File: config.mk
export PLATFORM = sky130hd
export DESIGN_NAME = perf_mon_ctrl
export DESIGN_NICKNAME = d
export VERILOG_FILES = /design/src/rtl/perf_mon_ctrl.sv
export SDC_FILE = /design/constraint.sdc
export NUM_CORES = 1
export LEC_CHECK = 0
export CAP_MARGIN = 20
export CORE_MARGIN = 2
export CORE_UTILIZATION = 32
export CTS_BUF_LIST = sky130_fd_sc_hd__clkbuf_4
export DETAILED_ROUTE_END_ITERATION = 10
export PLACE_DENSITY_LB_ADDON = 0.25
export SYNTH_ARGS = -nofsm -noshare
export SYNTH_HDL_FRONTEND = slang
export SYNTH_SLANG_ARGS = --single-unit
File: constraint.sdc
create_clock -name clk -period 2.75 [get_ports clk]
set_input_delay 0.55 -clock clk [delete_from_list [all_inputs] [get_ports clk]]
set_output_delay 0.55 -clock clk [all_outputs]
set_load 0.02 [all_outputs]
File: src/rtl/perf_mon_ctrl.sv
// perf_mon_ctrl: sampling-window controller for branch-predictor event counters with MMIO registers.
// Optional LFSR register at word 7 is built only when PERF_LFSR_EN is defined.
module perf_mon_ctrl #(
    parameter int ADDR_W = 3,
    parameter int CNT_W = 16,
    parameter logic [CNT_W-1:0] WIN_RST = 16'hFFFF
) (
    input  logic              clk,
    input  logic              rst_n,
    input  logic              inc_br_cnt,
    input  logic              inc_hit_cnt,
    input  logic              inc_mispr_cnt,
    input  logic [ADDR_W-1:0] mm_addr,
    input  logic              mm_we,
    input  logic              mm_re,
    input  logic [CNT_W-1:0]  mm_wdata,
    output logic [CNT_W-1:0]  mm_rdata,
    output logic              win_irq,
    output logic              run
);
    typedef enum logic [1:0] {IDLE = 2'd0, RUN = 2'd1, DONE = 2'd2} state_t;
    localparam logic [CNT_W-1:0] MAX = '1;

    state_t state_q, state_d;
    logic [CNT_W-1:0] br_q, hit_q, mis_q, timer_q, window_q;
    logic [CNT_W-1:0] snap_br_q, snap_hit_q, snap_mis_q, snap_cyc_q, rdata_q;
    logic [CNT_W-1:0] br_nx, hit_nx, mis_nx, rd_mux, lfsr_val;
    logic [3:0] status_q, status_d;
    logic cont_q, irq_q, run_q;
    logic ctrl_we, start, stop, clr, cnt_en, win_end, end_evt, snap_evt, restart;

    assign ctrl_we  = mm_we && mm_addr == ADDR_W'(0);
    assign start    = ctrl_we && mm_wdata[0];
    assign stop     = ctrl_we && mm_wdata[1];
    assign clr      = ctrl_we && mm_wdata[2];
    // Strobes count in RUN unless a clear or a plain restart discards this cycle.
    assign cnt_en   = state_q == RUN && !clr && (stop || !start);
    assign win_end  = timer_q == window_q - 1'b1;
    assign end_evt  = cnt_en && !stop && win_end;
    assign snap_evt = cnt_en && (stop || win_end);
    assign restart  = clr || (start && !stop);

    assign br_nx  = br_q + CNT_W'(inc_br_cnt && br_q != MAX);
    assign hit_nx = hit_q + CNT_W'(inc_hit_cnt && hit_q != MAX);
    assign mis_nx = mis_q + CNT_W'(inc_mispr_cnt && mis_q != MAX);

    assign status_d = clr ? 4'b0 :
        (status_q & ~((mm_we && mm_addr == ADDR_W'(6)) ? mm_wdata[3:0] : 4'b0)) |
        {cnt_en && inc_mispr_cnt && mis_q == MAX, cnt_en && inc_hit_cnt && hit_q == MAX,
         cnt_en && inc_br_cnt && br_q == MAX, end_evt};

    assign state_d = clr ? ((start && !stop) ? RUN : state_q) :
                     stop ? IDLE :
                     start ? RUN :
                     (end_evt && !cont_q) ? DONE : state_q;

    always_comb begin
        rd_mux = '0;
        case (mm_addr)
            ADDR_W'(0): rd_mux = {{(CNT_W-4){1'b0}}, cont_q, state_q, 1'b0};
            ADDR_W'(1): rd_mux = window_q;
            ADDR_W'(2): rd_mux = snap_br_q;
            ADDR_W'(3): rd_mux = snap_hit_q;
            ADDR_W'(4): rd_mux = snap_mis_q;
            ADDR_W'(5): rd_mux = snap_cyc_q;
            ADDR_W'(6): rd_mux = {{(CNT_W-4){1'b0}}, status_q};
            default:    rd_mux = lfsr_val;
        endcase
    end

    always_ff @(posedge clk or negedge rst_n) begin
        if (!rst_n) begin
            state_q    <= IDLE;
            run_q      <= 1'b0;
            irq_q      <= 1'b0;
            status_q   <= '0;
            cont_q     <= 1'b0;
            window_q   <= WIN_RST;
            rdata_q    <= '0;
            br_q       <= '0;
            hit_q      <= '0;
            mis_q      <= '0;
            timer_q    <= '0;
            snap_br_q  <= '0;
            snap_hit_q <= '0;
            snap_mis_q <= '0;
            snap_cyc_q <= '0;
        end else begin
            state_q  <= state_d;
            run_q    <= state_d == RUN;
            irq_q    <= end_evt;
            status_q <= status_d;
            if (ctrl_we) cont_q <= mm_wdata[3];
            if (mm_we && mm_addr == ADDR_W'(1)) window_q <= mm_wdata;
            if (mm_re) rdata_q <= rd_mux;
            if (restart || (end_evt && cont_q)) begin
                br_q    <= '0;
                hit_q   <= '0;
                mis_q   <= '0;
                timer_q <= '0;
            end else if (cnt_en) begin
                br_q    <= br_nx;
                hit_q   <= hit_nx;
                mis_q   <= mis_nx;
                timer_q <= timer_q + 1'b1;
            end
            if (clr) begin
                snap_br_q  <= '0;
                snap_hit_q <= '0;
                snap_mis_q <= '0;
                snap_cyc_q <= '0;
            end else if (snap_evt) begin
                snap_br_q  <= br_nx;
                snap_hit_q <= hit_nx;
                snap_mis_q <= mis_nx;
                snap_cyc_q <= timer_q + 1'b1;
            end
        end
    end

`ifdef PERF_LFSR_EN
    logic [15:0] lfsr_q;
    // Fibonacci taps 16,14,13,11 in shift-right form.
    always_ff @(posedge clk or negedge rst_n) begin
        if (!rst_n) lfsr_q <= 16'hACE1;
        else if (mm_we && mm_addr == ADDR_W'(7)) lfsr_q <= (mm_wdata[15:0] == 16'h0) ? 16'hACE1 : mm_wdata[15:0];
        else lfsr_q <= {lfsr_q[0] ^ lfsr_q[2] ^ lfsr_q[3] ^ lfsr_q[5], lfsr_q[15:1]};
    end
    assign lfsr_val = CNT_W'(lfsr_q);
`else
    assign lfsr_val = '0;
`endif

    assign mm_rdata = rdata_q;
    assign win_irq  = irq_q;
    assign run      = run_q;
endmodule

==> summary.md <==
| Metric | Value |
|---|---|
| Outcome | complete, but fails checks |
| Failing checks | negative setup slack |
| Worst Path Required | 3.24 ns |
| I/O Buffers | 43 |
| Slew Limit Fails | 0 |
| Sequential-to-total area share from yosys stat | 45.9% |
| Asr flop ratio synth | 100% |
| First-pass GRT wire length | 45800 microns |
| DR WL/cell | 19.8 microns |
| DP Wirelength | 20000 microns |
| Max-Cap Viols | 0 |
| Residual DRC | 0 |
| Most frequent cells in the layout | dfrtp_1, buf_4, nor2_1 |
| Tmin final | 3.08 ns |
| Final Power | 7.10 mW |
| Iteration count of the initial detailed-routing pass | 6 |
| Vias per inst | 5.23 |
| Sum Neg Setup Slack | -34.62 ns |
| Final #Nets | 1108 |
| Antenna violations before repair | 1 |
| Worst slack, placed | -0.587 ns |
| Period Utilization, post-route | 112% |
| DIE HEIGHT | 174 microns |
| Area Overhead vs Synth | 34.4% |
| Final setup fails | 130 |
| Die ar. | 0.0303 sq mm |
| Post-Layout Inst Area | 0.0124 sq mm |
| FF-to-FF path depth | 12 |
| Total congestion overflow | 0 |
| Maximum clock rate | 0.325 GHz |
| Crit path kind | reg2reg |
| Hold crit path type | in2reg |
| CP Launch Type | register |
| Number of distinct library cells after synthesis | 64 |
| Placement Cell Area | 0.0114 sq mm |
| Worst path slowest cell | dfstp_2 |
| All-Layer GR Usage | 19.6% |
| Row count | 62 |
| LEAKAGE | 5.00 nW |
| Placer Congestion | 0.833 |
| I/O pins | 44 |
| Hold endpoint | window_q[8]$_DFFE_PN1P_ |
| Critical-path maximum fanout | 6 |
| Worst slew margin | 59.9% |
| Routed wire length | 29100 microns |
| Commonest non-fill, non-tap cell in the layout | dfrtp_1 |
| WP buf/inv | 3 |
| EDFF count, synth | 0 |
| Iter 0 DRT Violations | 499 |
| Final Hold Vio Count | 0 |
| Clk pin slew, worst setup/hold paths | 0.16 ns |
| Via count | 7696 |
| Gate Count Post-Synth | 930 |
| # fillers | 2738 |
| Total core area | 0.0286 sq mm |
| CTS max path bufs | 2 |
| Max incr delay on CP | 0.40 ns |
| Mapped Area | 0.00925 sq mm |
| Initial Util | 32.3% |
| Fin worst setup slack | -0.326 ns |
| FF-to-FF Start | window_q[0]$_DFFE_PN1P_ |
| Largest net degree at the start of global routing | 60 |
| Fin Hold WS | 0.473 ns |
| CTS H-tree lvls | 4 |
| Cell family with most CP delay | simple AND/OR/NAND/NOR gates |
| Total CTS buffers | 17 |
| Post-synth top flop | dfrtp_1 |
| Fraction of layout cells with a size suffix above 1 | 29.6% |
| CTS tree | yes |
| Synth Net Count | 964 |
| R2r setup slk | -0.33 ns |
| Crit path cell chain | inv_2, ha_4, or3b_4, or3_4, a211o_1, a221o_1, nor4_2, and2_1, and4_4, buf_12, clkbuf_16, nor3_1 |
| Power Density | 571 mW/mm^2 |
| Die Width | 174 microns |
| Vias in the first global route | 7691 |
| Max VDD drop | 369 uV |
| DRT antenna net count | 0 |
| Clock Skews | 0.0390 ns |
| Crit Reg-Reg Endpoint | timer_q[4]$_DFFE_PN0P_ |
| Yosys warns | 0 |
| Syn_area_per_cell | 9.95 sq um |
| Cell depth of the worst hold path | 3 |
| RSZ-0062 raised after global routing | yes |
| Root Buffer | clkbuf_4 |
| Worst Hold Launch | mm_wdata[8] |
| Worst setup EP type | register |
| Clock sinks | 169 |
| WP data arrival | 3.57 ns |
| FF+latch count, synth | 169 |
| Worst slew pin tran | 0.602 ns |
| Clk_lat worst skew | 0.61 ns |
[metal layers]
| metal | up-vias | global-route usage, % | part of all wire [%] |
|---|---|---|---|
| met4 | 0 | 5.78 | 1.9 |
| met3 | 32 | 3.61 | 4.7 |
| met1 | 3893 | 28.1 | 47 |
| met5 | - | 0 | 0 |
| li1 | 3598 | - | - |
| met2 | 173 | 30.2 | 46 |
[worst max-delay path by stage]
| stage | start | to | slack [ns] | depth (start not counted) |
|---|---|---|---|---|
| 2_1_floorplan | window_q[5]$_DFFE_PN1P_ | br_q[0]$_DFFE_PN0P_ | -0.28 | 12 |
| 3_3_place_gp | window_q[1]$_DFFE_PN1P_ | snap_cyc_q[10]$_DFFE_PN0P_ | -0.56 | 10 |
| 6_report | window_q[0]$_DFFE_PN1P_ | timer_q[4]$_DFFE_PN0P_ | -0.33 | 12 |
| 5_1_grt | window_q[0]$_DFFE_PN1P_ | snap_hit_q[1]$_DFFE_PN0P_ | -0.43 | 11 |
| 3_5_place_dp | window_q[1]$_DFFE_PN1P_ | snap_cyc_q[10]$_DFFE_PN0P_ | -0.59 | 10 |
| 4_1_cts | window_q[7]$_DFFE_PN1P_ | snap_cyc_q[3]$_DFFE_PN0P_ | -0.32 | 9 |
[power breakdown]
part	leakage (nW)	total [mW]	switching, mW	internal (mW)
registers	2.22	3.32	0.424	2.90
clock network	0.176	1.69	1.09	0.598
logic	2.60	2.09	1.02	1.06
total	5.00	7.10	2.54	4.56
[per-stage QoR]
stage / util [%] / std cells
4_1_cts: 42.6 / 1468
5_1_grt: 43.5 / 1472
6_report: 43.5 / 1472
2_1_floorplan: - / 930
3_5_place_dp: 39.7 / 1420
3_3_place_gp: 39.7 / 1420
[area by class of cell]
cell class	instances	area [sq um]	area share, %
inverter	26	97.6	0.785
clock buffer	17	128	1.03
sequential	169	4250	34.2
tap	384	480	3.86
antenna	1	2.50	0.0201
multi-input combinational	662	5200	41.8
clock inverter	15	204	1.64
timing repair buffer	198	2070	16.7
[tightest hold or removal path, cell delays in order]
cell	delay (ns)
clkdlybuf4s50_1	0.40
nand2_1	0.05
o21ai_0	0.07
[synth_stat cells, types with 12 or more instances]
| cell | number | area share (%) |
|---|---|---|
| dfstp_2 | 16 | 4.5 |
| nor2_1 | 74 | 3.0 |
| nand3_1 | 36 | 1.9 |
| nand2_1 | 66 | 2.7 |
| nor2b_1 | 14 | 0.95 |
| buf_6 | 14 | 1.7 |
| clkbuf_1 | 41 | 1.7 |
| mux2_2 | 20 | 2.4 |
| inv_1 | 26 | 1.1 |
| o2bb2ai_1 | 55 | 5.2 |
| o21ai_0 | 19 | 1.0 |
| dfrtp_1 | 153 | 41 |
| nand4_1 | 12 | 0.81 |
| xor2_1 | 53 | 5.0 |
| xnor2_1 | 72 | 6.8 |
| mux2i_1 | 22 | 2.4 |
| buf_1 | 13 | 0.53 |
| a21oi_1 | 15 | 0.81 |
| nor3_1 | 76 | 4.1 |
[repair_timing]
item | in CTS | in global routing
endpoints found under the hold margin | 55 | 0
resized for setup | 42 | 26
hold buffers | 1 | 0
buffers inserted | 6 | 2
setup endpoints to repair | 133 | 133
pin swaps | 16 | 7
gates cloned | 10 | 1
[cell families after synthesis]
group	synth area share (%)
flops	45.9
compound gates	13.1
fa+ha+maj	1.08
mux	5.30
simple gates	17.5
xor+xnor	11.8
buf+inv	5.30
(Power assumes the default switching activity.)
